==> src/rtl/srl_fifo_ctrl.sv <==
// srl_fifo_ctrl: synchronous FIFO whose storage is a plain shift line.
// Each push shifts the whole line by one stage. The oldest word sits at
// stage count-1, so the read address follows the occupancy count.
// A three-state control FSM (EMPTY / PARTIAL / FULL) tracks occupancy,
// and the status flags are decoded from that registered state.
//
// Handshake: a word transfers on either side only in a cycle where
// valid and ready are both high at the rising edge. in_ready depends
// only on registered state and flush, so it has no path from out_ready.
// Once valid is raised, the producer or consumer holds it until the
// transfer.
module srl_fifo_ctrl #(
    parameter int WIDTH    = 8,
    parameter int DEPTH    = 16,
    parameter int AF_LEVEL = DEPTH - 2
) (
    input  logic                       clk,
    input  logic                       rst,
    input  logic                       in_valid,
    output logic                       in_ready,
    input  logic [WIDTH-1:0]           in_data,
    output logic                       out_valid,
    input  logic                       out_ready,
    output logic [WIDTH-1:0]           out_data,
    input  logic                       flush,
    output logic [$clog2(DEPTH+1)-1:0] count,
    output logic                       empty,
    output logic                       full,
    output logic                       almost_full,
    output logic [1:0]                 dbg_state_o
);

    localparam int CW = $clog2(DEPTH + 1);
    localparam int AW = $clog2(DEPTH);

    typedef enum logic [1:0] {
        ST_EMPTY   = 2'd0,
        ST_PARTIAL = 2'd1,
        ST_FULL    = 2'd2
    } state_e;

    state_e          state_q, state_d;
    logic [CW-1:0]   count_q, count_d;
    logic            rst_done_q;
    logic [WIDTH-1:0] srl_q [DEPTH];
    logic [AW-1:0]   rd_addr;
    logic            push, pop;

    // Status decode and handshakes, all from registered state (plus flush)
    always_comb begin
        empty       = (state_q == ST_EMPTY);
        full        = (state_q == ST_FULL);
        almost_full = (count_q >= CW'(AF_LEVEL));
        in_ready    = rst_done_q & ~full & ~flush;
        out_valid   = ~empty;
        push        = in_valid & in_ready;
        pop         = out_valid & out_ready;
        count       = count_q;
        dbg_state_o = state_q;
    end

    // Read port: the oldest word sits at stage count-1; show zero when empty
    always_comb begin
        rd_addr  = '0;
        out_data = '0;
        if (!empty) begin
            rd_addr  = AW'(count_q - CW'(1));
            out_data = srl_q[rd_addr];
        end
    end

    // Next occupancy and state; flush wins over push and pop
    always_comb begin
        count_d = count_q;
        state_d = state_q;
        if (flush) begin
            count_d = '0;
            state_d = ST_EMPTY;
        end else begin
            case (state_q)
                ST_EMPTY: begin
                    if (push) begin
                        count_d = CW'(1);
                        state_d = ST_PARTIAL;
                    end
                end
                ST_PARTIAL: begin
                    if (push && !pop && (count_q != CW'(DEPTH))) begin
                        count_d = count_q + CW'(1);
                        if (count_q == CW'(DEPTH - 1)) state_d = ST_FULL;
                    end else if (pop && !push && (count_q != '0)) begin
                        count_d = count_q - CW'(1);
                        if (count_q == CW'(1)) state_d = ST_EMPTY;
                    end
                end
                ST_FULL: begin
                    if (pop) begin
                        count_d = CW'(DEPTH - 1);
                        state_d = ST_PARTIAL;
                    end
                end
                default: begin
                    count_d = '0;
                    state_d = ST_EMPTY;
                end
            endcase
        end
    end

    // Control registers; reset empties the FIFO the same way flush does
    always_ff @(posedge clk or posedge rst) begin
        if (rst) begin
            state_q <= ST_EMPTY;
            count_q <= '0;
        end else begin
            state_q <= state_d;
            count_q <= count_d;
        end
    end

    // Hold in_ready low until the first clock edge after reset release
    always_ff @(posedge clk or posedge rst) begin
        if (rst) rst_done_q <= 1'b0;
        else     rst_done_q <= 1'b1;
    end

    // Shift line: no reset and a single whole-line shift, so it maps to SRLs
    always_ff @(posedge clk) begin
        if (push) begin
            srl_q[0] <= in_data;
            for (int k = 1; k < DEPTH; k++) srl_q[k] <= srl_q[k-1];
        end
    end

endmodule

==> config.mk <==
export PLATFORM = sky130hd
export DESIGN_NAME = srl_fifo_ctrl
export DESIGN_NICKNAME = d
export VERILOG_FILES = /design/src/rtl/srl_fifo_ctrl.sv
export SDC_FILE = /design/constraint.sdc
export NUM_CORES = 1
export LEC_CHECK = 0
export CAP_MARGIN = 30
export CORE_MARGIN = 8
export CORE_UTILIZATION = 50
export DETAILED_ROUTE_END_ITERATION = 8
export PLACE_DENSITY = 0.69
export SYNTH_ARGS = -nofsm -noshare
export SYNTH_HDL_FRONTEND = slang
export SYNTH_SLANG_ARGS = --single-unit
==> constraint.sdc <==
create_clock -name clk -period 3.95 [get_ports clk]
set_input_delay 0.79 -clock clk [delete_from_list [all_inputs] [get_ports clk]]
set_output_delay 0.79 -clock clk [all_outputs]
set_load 0.02 [all_outputs]
==> out/metrics.cfg <==
[finish]
stdcell_area_sq_um = 6740
layout.cells.non_filler = 482
syn_to_final_growth_pct = 20.2
layout.nets = 347
antenna_cells = 0
multi_input_area_sq_um = 1480
final_util = 0.619
seq_area_sq_um = 4050
fillCellCount = 780
drive_gt1_frac = 0.240

[min_path]
hold_class = register to register

[setup_path]
startpoint_type = register
crit_arrival_ns = 3.00
cp_max_fo = 16
cp_data_required_time_ns = 3.16
path_class = register to output port
crit_path_end_kind = output port

[power]
intPower_uw = 3210
p_switching_uw = 1190
p_leak_uw = 0.00221
power.density_nw_per_um2 = 653
p_clk_frac = 0.355
ir_drop_mv = 0.307
seqPwrFrac = 0.379
p_sw_frac = 0.271
combPwrFrac = 0.267

[detailed_routing]
drt-vias-per-instance = 5.74
vias = 2768
antenna_left = 0
drtPass1Iterations = 4
wl_um = 9470
drc = 0
detail_route.wl_per_cell_um = 19.7
dr.first_iter.drc_count = 264

[synthesis]
async_reset_ff_frac = 0.0588
synth-xor-area-share = 0.00759
synth_edf_count = 128
ys_types = 47
synth_commonest_cells = edfxtp_1 (128), mux4_2 (32), nor3_1 (10), nor2b_1 (9)
synth_top_family_by_area = multiplexers
synth_top_area_cell = edfxtp_1
synth_mux_area_frac = 0.137
synth_compound_area_frac = 0.0538
ys_seq_elements = 136
yosysMostFrequentCell = edfxtp_1
synth_cells = 285
synthSimpleGateAreaFrac = 0.0462
synth_ff_type = edfxtp_1
syn_nets = 303
synthAdderAreaFrac = 0.0112
netlist_area_sq_um = 5610
yosysSeqAreaShare = 0.721
yosys-top-cells-area = edfxtp_1 (69%), mux4_2 (13%), dfrtp_1 (3.6%)
synth_top_area_share = 0.686
yosysWarnings = 0
avgSynthCellArea_sq_um = 19.7

[sta]
setup_viol = 0
slew_headroom = 0.522
holdWs_ns = 0.445
rsz0062_at_grt = false
max_freq_mhz = 264
clock_skew_ns = 0.0107
tightest_slew_ns = 0.717
finalHoldViolations = 0
setup_tns_ns = 0
slew_viol_final = 0
fin_crit_ns = 3.79
finalCritPeriodShare = 0.959

[grt]
grt_pass1_wl_um = 15200
first_global_vias = 2769
grt_max_degree = 129
grt_use_total = 0.136
grt_overflow = 0
antenna_found_initial = 0

[clock_tree]
cts_sinks = 136
cts_buffer_depth = 2
htree_levels = 4
root_buffer = clkbuf_8
path_clk_slew_ns = 0.06
clock_latency_ns = 0.51
post_cts_buffers = 0
cts_tree = built
tritoncts.num_buffers = 17

[placement]
io_buffers = 32
place.gp.congestion = 0.876
place_area_sq_um = 6090
dp_hpwl_um = 5600
dp.cells = 449

[die]
die_w_um = 122
dieHeight_um = 122
core-area_sq_um = 10900
num_rows = 38
die-area_sq_um = 14900
initial_utilization = 0.515
ios = 33

[status]
status = completed

[run]
maxCapViolCount = 0

-- layout by cell type (no fill, tap or decap), types with 3 or more instances in the layout --
| cell type | instances |
|---|---|
| a211oi_1 | 8 |
| buf_4 | 3 |
| bufinv_16 | 4 |
| clkbuf_1 | 4 |
| clkbuf_16 | 17 |
| clkdlybuf4s50_1 | 32 |
| clkinv_1 | 4 |
| dfrtp_1 | 6 |
| edfxtp_1 | 128 |
| ha_1 | 4 |
| inv_1 | 6 |
| mux4_2 | 32 |
| nand2_1 | 4 |
| nand2b_1 | 3 |
| nor2_1 | 5 |
| nor2b_1 | 9 |
| nor3_1 | 10 |
| o21ai_0 | 3 |
| o22ai_1 | 8 |
-- final timing paths --
kind,cells after the start,from,to,slack (ns)
worst max-delay path,8,count[1],out_data[4],0.16
worst min-delay path,0,srl_q[2][4],srl_q[3][4],0.45
worst max register to register,4,dbg_state_o[0],srl_q[10][3],1.96
worst min register to register,0,srl_q[2][4],srl_q[3][4],0.45
max in group asynchronous,2,rst,count[0],3.13
min in group asynchronous,2,rst,rst_done_q,0.54
-- routing by layer --
| metal | part of all wire | vias to the layer above | GRT usage |
|---|---|---|---|
| li1 | - | 1277 | - |
| met1 | 0.47 | 1407 | 0.197 |
| met2 | 0.46 | 72 | 0.186 |
| met3 | 0.051 | 12 | 0.0426 |
| met4 | 0.014 | 0 | 0.0555 |
| met5 | 0 | - | 0 |
-- timing repair --
action	CTS	global route
gates resized for setup	2	7
endpoints found under the setup margin	7	8
cloned	0	1
hold buffers	0	0
-- state kept, by name, summed over array words and instances, names as in the netlist --
name         flops
rst_done_q       1
dbg_state_o      2
count            5
srl_q          128
-- area by class of cell --
class	count	area share
clock buffers	21	0.0637
clock inverters	11	0.0228
inverters	9	0.00538
multi-input cells	126	0.219
flip-flops and latches	136	0.600
well taps	140	0.0260
repair buffers	39	0.0626
-- logic make-up after synthesis --
group / count (synthesis)
AO/OA/AOI/OAI: 36
XOR/XNOR: 4
adder cells (fa/ha/maj): 5
buffers and inverters: 23
flip-flops: 136
multiplexers: 36
other: 1
AND/OR/NAND/NOR: 44
-- per-stage QoR --
step | total power [uW] | worst slack (ns)
final | 4400 | 0.161
after global routing | 4580 | 0.00143
after CTS | 4380 | 0.0154
after detailed placement | 2810 | 0.485
after global placement | 2800 | 0.517
after floorplan | 2450 | 0.312
-- power by group through the flow --
stage / logic (uW) / registers [uW] / clock network (uW)
2_1_floorplan: 761 / 1690 / 0
3_3_place_gp: 1110 / 1690 / 0
3_5_place_dp: 1120 / 1690 / 0
4_1_cts: 1130 / 1660 / 1600
5_1_grt: 1260 / 1670 / 1660
6_report: 1170 / 1670 / 1560
-- critical path, stage by stage, from the launching register on --
cell and delay, ns:
dfrtp_2 0.45, inv_1 0.13, ha_4 0.22, xor2_4 0.24
buf_12 0.21, mux4_2 0.50, o22ai_1 0.12, nor3_1 0.07
clkdlybuf4s50_1 0.54
(Power assumes the default switching activity.)
